`src/rtl/gdiv_sequencer.sv`:
```
// Handshaked sequencing controller for the shared-multiplier Goldschmidt
// mantissa divider: seed, refinement iterations, remainder sign, held result.
module gdiv_sequencer #(
  parameter int unsigned ITERS = 3,
  parameter int unsigned CNT_W = $clog2(ITERS + 1)
) (
  input  logic             clk,
  input  logic             reset,
  input  logic             in_valid,
  output logic             in_ready,
  input  logic             round_mode_in,
  input  logic             abort,
  output logic             out_valid,
  input  logic             out_ready,
  output logic             round_mode,
  output logic [1:0]       sA,
  output logic [1:0]       sB,
  output logic             enableN,
  output logic             enableD,
  output logic             enableK,
  output logic             enableQD,
  output logic             busy,
  output logic [CNT_W-1:0] iter
);

  typedef enum logic [2:0] {
    IDLE = 3'd0,
    N0   = 3'd1,
    D0   = 3'd2,
    NI   = 3'd3,
    DI   = 3'd4,
    REM  = 3'd5,
    DONE = 3'd6
  } state_e;

  state_e           state_q, state_d;
  logic [CNT_W-1:0] iter_q, iter_d;
  logic             round_mode_q, round_mode_d;
  logic             in_flight;

  always_ff @(posedge clk) begin
    if (reset) begin
      state_q      <= IDLE;
      iter_q       <= '0;
      round_mode_q <= 1'b0;
    end else begin
      state_q      <= state_d;
      iter_q       <= iter_d;
      round_mode_q <= round_mode_d;
    end
  end

  assign in_flight = (state_q != IDLE) && (state_q != DONE);

  always_comb begin
    state_d      = state_q;
    iter_d       = iter_q;
    round_mode_d = round_mode_q;
    unique case (state_q)
      IDLE: begin
        if (in_valid) begin
          state_d      = N0;
          iter_d       = '0;
          round_mode_d = round_mode_in;
        end
      end
      N0:  state_d = D0;
      D0: begin
        state_d = NI;
        iter_d  = CNT_W'(1);
      end
      NI:  state_d = (iter_q == CNT_W'(ITERS)) ? REM : DI;
      DI: begin
        state_d = NI;
        iter_d  = iter_q + CNT_W'(1);
      end
      REM: state_d = DONE;
      DONE: begin
        if (out_ready) begin
          if (in_valid) begin
            state_d      = N0;
            iter_d       = '0;
            round_mode_d = round_mode_in;
          end else begin
            state_d = IDLE;
          end
        end
      end
      default: begin
        state_d = IDLE;
        iter_d  = '0;
      end
    endcase
    // abort only flushes in-flight work; IDLE/DONE decisions above stand
    if (abort && in_flight) begin
      state_d = IDLE;
      iter_d  = '0;
    end
  end

  // Control decode is gated by reset so nothing leaks before the first edge.
  always_comb begin
    in_ready  = 1'b0;
    out_valid = 1'b0;
    sA        = 2'b00;
    sB        = 2'b00;
    enableN   = 1'b0;
    enableD   = 1'b0;
    enableK   = 1'b0;
    enableQD  = 1'b0;
    busy      = 1'b0;
    if (!reset) begin
      busy = in_flight;
      unique case (state_q)
        IDLE: in_ready = 1'b1;
        N0: begin
          sA      = 2'b00;
          sB      = 2'b00;
          enableN = 1'b1;
        end
        D0: begin
          sA      = 2'b01;
          sB      = 2'b00;
          enableD = 1'b1;
          enableK = 1'b1;
        end
        NI: begin
          sA      = 2'b10;
          sB      = 2'b01;
          enableN = 1'b1;
        end
        DI: begin
          sA      = 2'b11;
          sB      = 2'b01;
          enableD = 1'b1;
          enableK = 1'b1;
        end
        REM: begin
          sA       = 2'b10;
          sB       = 2'b10;
          enableQD = 1'b1;
        end
        DONE: begin
          out_valid = 1'b1;
          in_ready  = out_ready;
        end
        default: ;
      endcase
    end
  end

  assign iter       = iter_q;
  assign round_mode = round_mode_q;

endmodule

```
`config.mk`:
```
export PLATFORM = sky130hd
export DESIGN_NAME = gdiv_sequencer
export DESIGN_NICKNAME = d
export VERILOG_FILES = /design/src/rtl/gdiv_sequencer.sv
export SDC_FILE = /design/constraint.sdc
export NUM_CORES = 1
export LEC_CHECK = 0
export CAP_MARGIN = 5
export CORE_AREA = 2 2 43 45
export CTS_BUF_LIST = sky130_fd_sc_hd__clkbuf_16
export DETAILED_ROUTE_END_ITERATION = 16
export DIE_AREA = 0 0 45 47
export PLACE_DENSITY = 0.7
export SLEW_MARGIN = 10
export SYNTH_ARGS = -nofsm -noshare
export SYNTH_HDL_FRONTEND = slang
export SYNTH_SLANG_ARGS = --single-unit
```
`constraint.sdc`:
```
create_clock -name clk -period 2 [get_ports clk]
set_clock_uncertainty 0.1 [all_clocks]
set_input_delay 0.4 -clock clk [delete_from_list [all_inputs] [get_ports clk]]
set_output_delay 0.4 -clock clk [all_outputs]
set_load 0.005 [all_outputs]
```
==> summary.md <==
| Metric | Value |
|---|---|
| Max clock buf depth | 2 |
| DRC Markers | 0 |
| Placeable Area | ~1700 um^2 |
| Int Pwr | 0.658 mW |
| Worst-case reg-to-reg path depth | 6 |
| Combinational Power Share | a little under half |
| Clock root buffer master | clkbuf_16 |
| Total CTS buffers | 3 |
| Reg-to-reg endpoint | round_mode |
| Sequential power share | about a fifth |
| Most used routing layer | met2 |
| GPL Wtd Cong | a little under 0.8 |
| CP Data Required Time | around 1.5 ns |
| Mapped Nets | 72 |
| All-Layer GR Usage | about 12% |
| Starting DRC count in detailed routing | 15 |
| Die area | 2120 um^2 |
| CP startpoint kind | input port |
| Peak supply drop | roughly 580 uV |
| Die height | between 40 and 50 um |
| FILL cells | approximately 170 |
| Critical path endpoint category | output port |
| Peak per-stage delay on the critical path | roughly 0.42 ns |
| PwrDens | about 1300 nW/um^2 |
| Pleak | approximately 0.33 nW |
| R2r startpoint | state_q[1] |
| Vias per cell | ~5.1 |
| Fin crit share | 97.5% |
| Min-Delay Path Class | flip-flop to flip-flop |
| I/O Pins | 20 |
| Maximum clock frequency | approximately 510 MHz |
| Initial antenna violation count | 0 |
| First-pass GRT wire length | ~1900 um |
| CP cell instances | clkdlybuf4s50_1 -> or2_4 -> nor2b_4 -> dlygate4sd2_1 |
| Synthesized flop and latch total | 6 |
| Psw | roughly 0.32 mW |
| CTS tree | done |
| Worst-Skew Late Latency | between 0.2 and 0.25 ns |
| NumNets Final | 99 |
| Syn. warnings | 0 |
| Slew Viols, Final | 0 |
| Sequential share of the synthesized area | approximately a quarter |
| Synth-to-layout area growth | 63.7% |
| Setup Viol. Count Final | 0 |
| Max Fanout on Critical Path | 5 |
| Post-route ant nets | 0 |
| Share of layout cells above drive strength 1 | about a quarter |
| Final WL | around 1200 um |
| Row Count | 15 |
| Met3 Usage GRT | 5.77% |
| Worst Path Arrival | between 1 and 1.5 ns |
| Maxcap violations | 0 |
| Hpwl dp | a little over 900 um |
| Final WS setup | about 0.05 ns |
| PortBufs | 19 |
| Hold Path Cell Cnt | 2 |
| ANT cells | 0 |
| Vias | 541 |
| M1 GR Usage | 14.0% |
| Post-Place Worst Slack | -0.291 ns |
| Register Area | approximately 120 um^2 |
| Slew @ Worst Pin | between 0.3 and 0.4 ns |
| Cts hold-fix bufs | 0 |
| Clk pwr share | approximately a third |
| M2 GR Usage | between 20% and 30% |
| Power Total | slightly below 1 mW |
| Die Width | 45 um |
| Routed len/inst | approximately 11 um |
| Synthesized area | 469 um^2 |
| Final critical-path required period | a little under 2 ns |
| Multi-input gate area | 315 um^2 |
| Clock-pin slew of the registers on the worst-case setup and hold paths | around 0.03 ns |
| Post-Syn Instances | 65 |
| Hold endpoint | round_mode |
| Clk sinks | 6 |
| Final Hold Viols | 0 |
| CP max stage cell | clkdlybuf4s50_1 |
| CP Class | input port to output port |
| RSZ-0062 raised after global routing | true |
| Syn avg cell area | just over 7 um^2 |
| Total gr overflow | 0 |
| Starting Density | ~28% |
| Reg2reg setup slack | 0.57 ns |
| Relative slew slack | between 70% and 80% |
| H-tree Lvls | 1 |
| Min-delay src | round_mode |
| Sw frac | 32.6% |
| Status | complete, no violations |
| Largest net degree at the start of global routing | 14 |
| DR pass1 iterations | 4 |
| Post-synthesis cell type count | 29 |
| Vias in the first global route | 479 |
[synthesized netlist by cell type]
cell,count,share of area [%]
nor3_1,1,1.1
or2_1,1,1.3
o21ai_0,3,3.2
or2b_1,1,1.6
buf_4,4,6.4
o22ai_1,1,1.3
a22o_1,1,1.9
a21oi_1,8,8.5
nand3_1,1,1.1
nor2_1,8,6.4
o22a_1,1,1.9
mux2i_1,1,2.1
a211oi_1,1,1.6
nand2b_1,5,6.7
inv_1,1,0.80
o21ai_1,2,2.1
a21oi_2,1,1.9
a31oi_1,1,1.3
ha_1,1,2.7
xor2_1,1,1.9
dfxtp_1,6,26
buf_6,1,2.4
or2_4,1,1.9
nand3b_1,2,3.2
a21o_1,1,1.6
nor2b_1,1,1.3
buf_2,1,1.1
o21a_1,1,1.6
nand2_1,7,5.6
[through the flow]
stage | instances | hold slack (ns) | util [%] | cell area, um^2 | setup TNS (ns)
after floorplan | 65 | 0.372 | - | 469 | 0
after global placement | 103 | 0.380 | 42.0 | 694 | -2.30
after detailed placement | 103 | 0.391 | 42.0 | 694 | -2.36
after CTS | 107 | 0.406 | 47.0 | 776 | 0
after global routing | 107 | 0.430 | 46.5 | 768 | -0.000512
final | 107 | 0.400 | 46.5 | 768 | 0
[repair_timing]
| action | 4_1_cts | 5_1_grt |
|---|---|---|
| endpoints found under the setup margin | 11 | 6 |
| buffers inserted | 1 | 0 |
| pin swaps | 1 | 1 |
| resized for setup | 15 | 12 |
[cells in the final DEF, fill, tap and decap left out]
cell / instances
buf_4: 9
clkdlybuf4s50_1: 8
nand2_1: 7
a21oi_1: 7
nor2_1: 6
dfxtp_1: 6
nand2b_1: 5
clkbuf_2: 4
dlygate4sd2_1: 4
o21ai_0: 3
clkbuf_16: 3
clkdlybuf4s15_1: 3
nand3b_1: 2
nor2_2: 2
a21oi_2: 2
o21ai_1: 2
or2_4: 1
xor2_1: 1
nor2b_4: 1
nand3_1: 1
or2_1: 1
inv_1: 1
o22ai_1: 1
o21a_1: 1
nor3_1: 1
o22a_1: 1
a211oi_1: 1
mux2i_1: 1
or2b_1: 1
a21o_1: 1
a31oi_1: 1
a22o_1: 1
ha_1: 1
[state kept, by name, indices dropped and copies added (netlist names)]
name        flops
iter            2
state_q         3
round_mode      1
[layer usage]
layer,up-vias,wire length (um)
li1,274,-
met1,233,491
met2,29,565
met3,5,128
met4,0,22
met5,-,0
[cell families (layout without fill, tap and decap cells)]
kind of cell	Yosys count	count (layout)	share of synthesized area, %
fa+ha+maj	1	1	2.67
xor+xnor	1	1	1.87
buf+inv	7	32	10.7
flops	6	6	25.6
mux	1	1	2.13
compound gates	21	21	26.9
simple gates	28	28	30.1
[layout make-up]
class / instances / share of cell area [%]
tap: 17 / 2.77
multi-input combinational: 52 / 41.0
timing repair buffer: 28 / 30.3
inverter: 1 / 0.489
sequential: 6 / 15.6
clock buffer: 3 / 9.77
[power by group through the flow]
stage / combinational, mW / sequential [mW] / clock [mW]
2_1_floorplan: 0.288 / 0.189 / 0
3_3_place_gp: 0.459 / 0.195 / 0
3_5_place_dp: 0.464 / 0.198 / 0
4_1_cts: 0.457 / 0.198 / 0.323
5_1_grt: 0.509 / 0.204 / 0.333
6_report: 0.462 / 0.197 / 0.316
[how the worst max path moves through the flow]
stage | startpoint | endpoint | slack (ns) | cells past startpoint
floorplan | state_q[1] | enableK | 0.49 | 3
global placement | reset | enableD | -0.27 | 4
detailed placement | reset | enableK | -0.29 | 4
CTS | reset | enableQD | 0.004 | 5
global route | reset | enableK | -0.0005 | 4
finish | reset | enableK | 0.05 | 4
[critical path: cells and delay by family]
family	cells	cell delay, ns
buffers and inverters	2	0.66
and+or+nand+nor	2	0.39
Power figures use the tool's default switching activity.
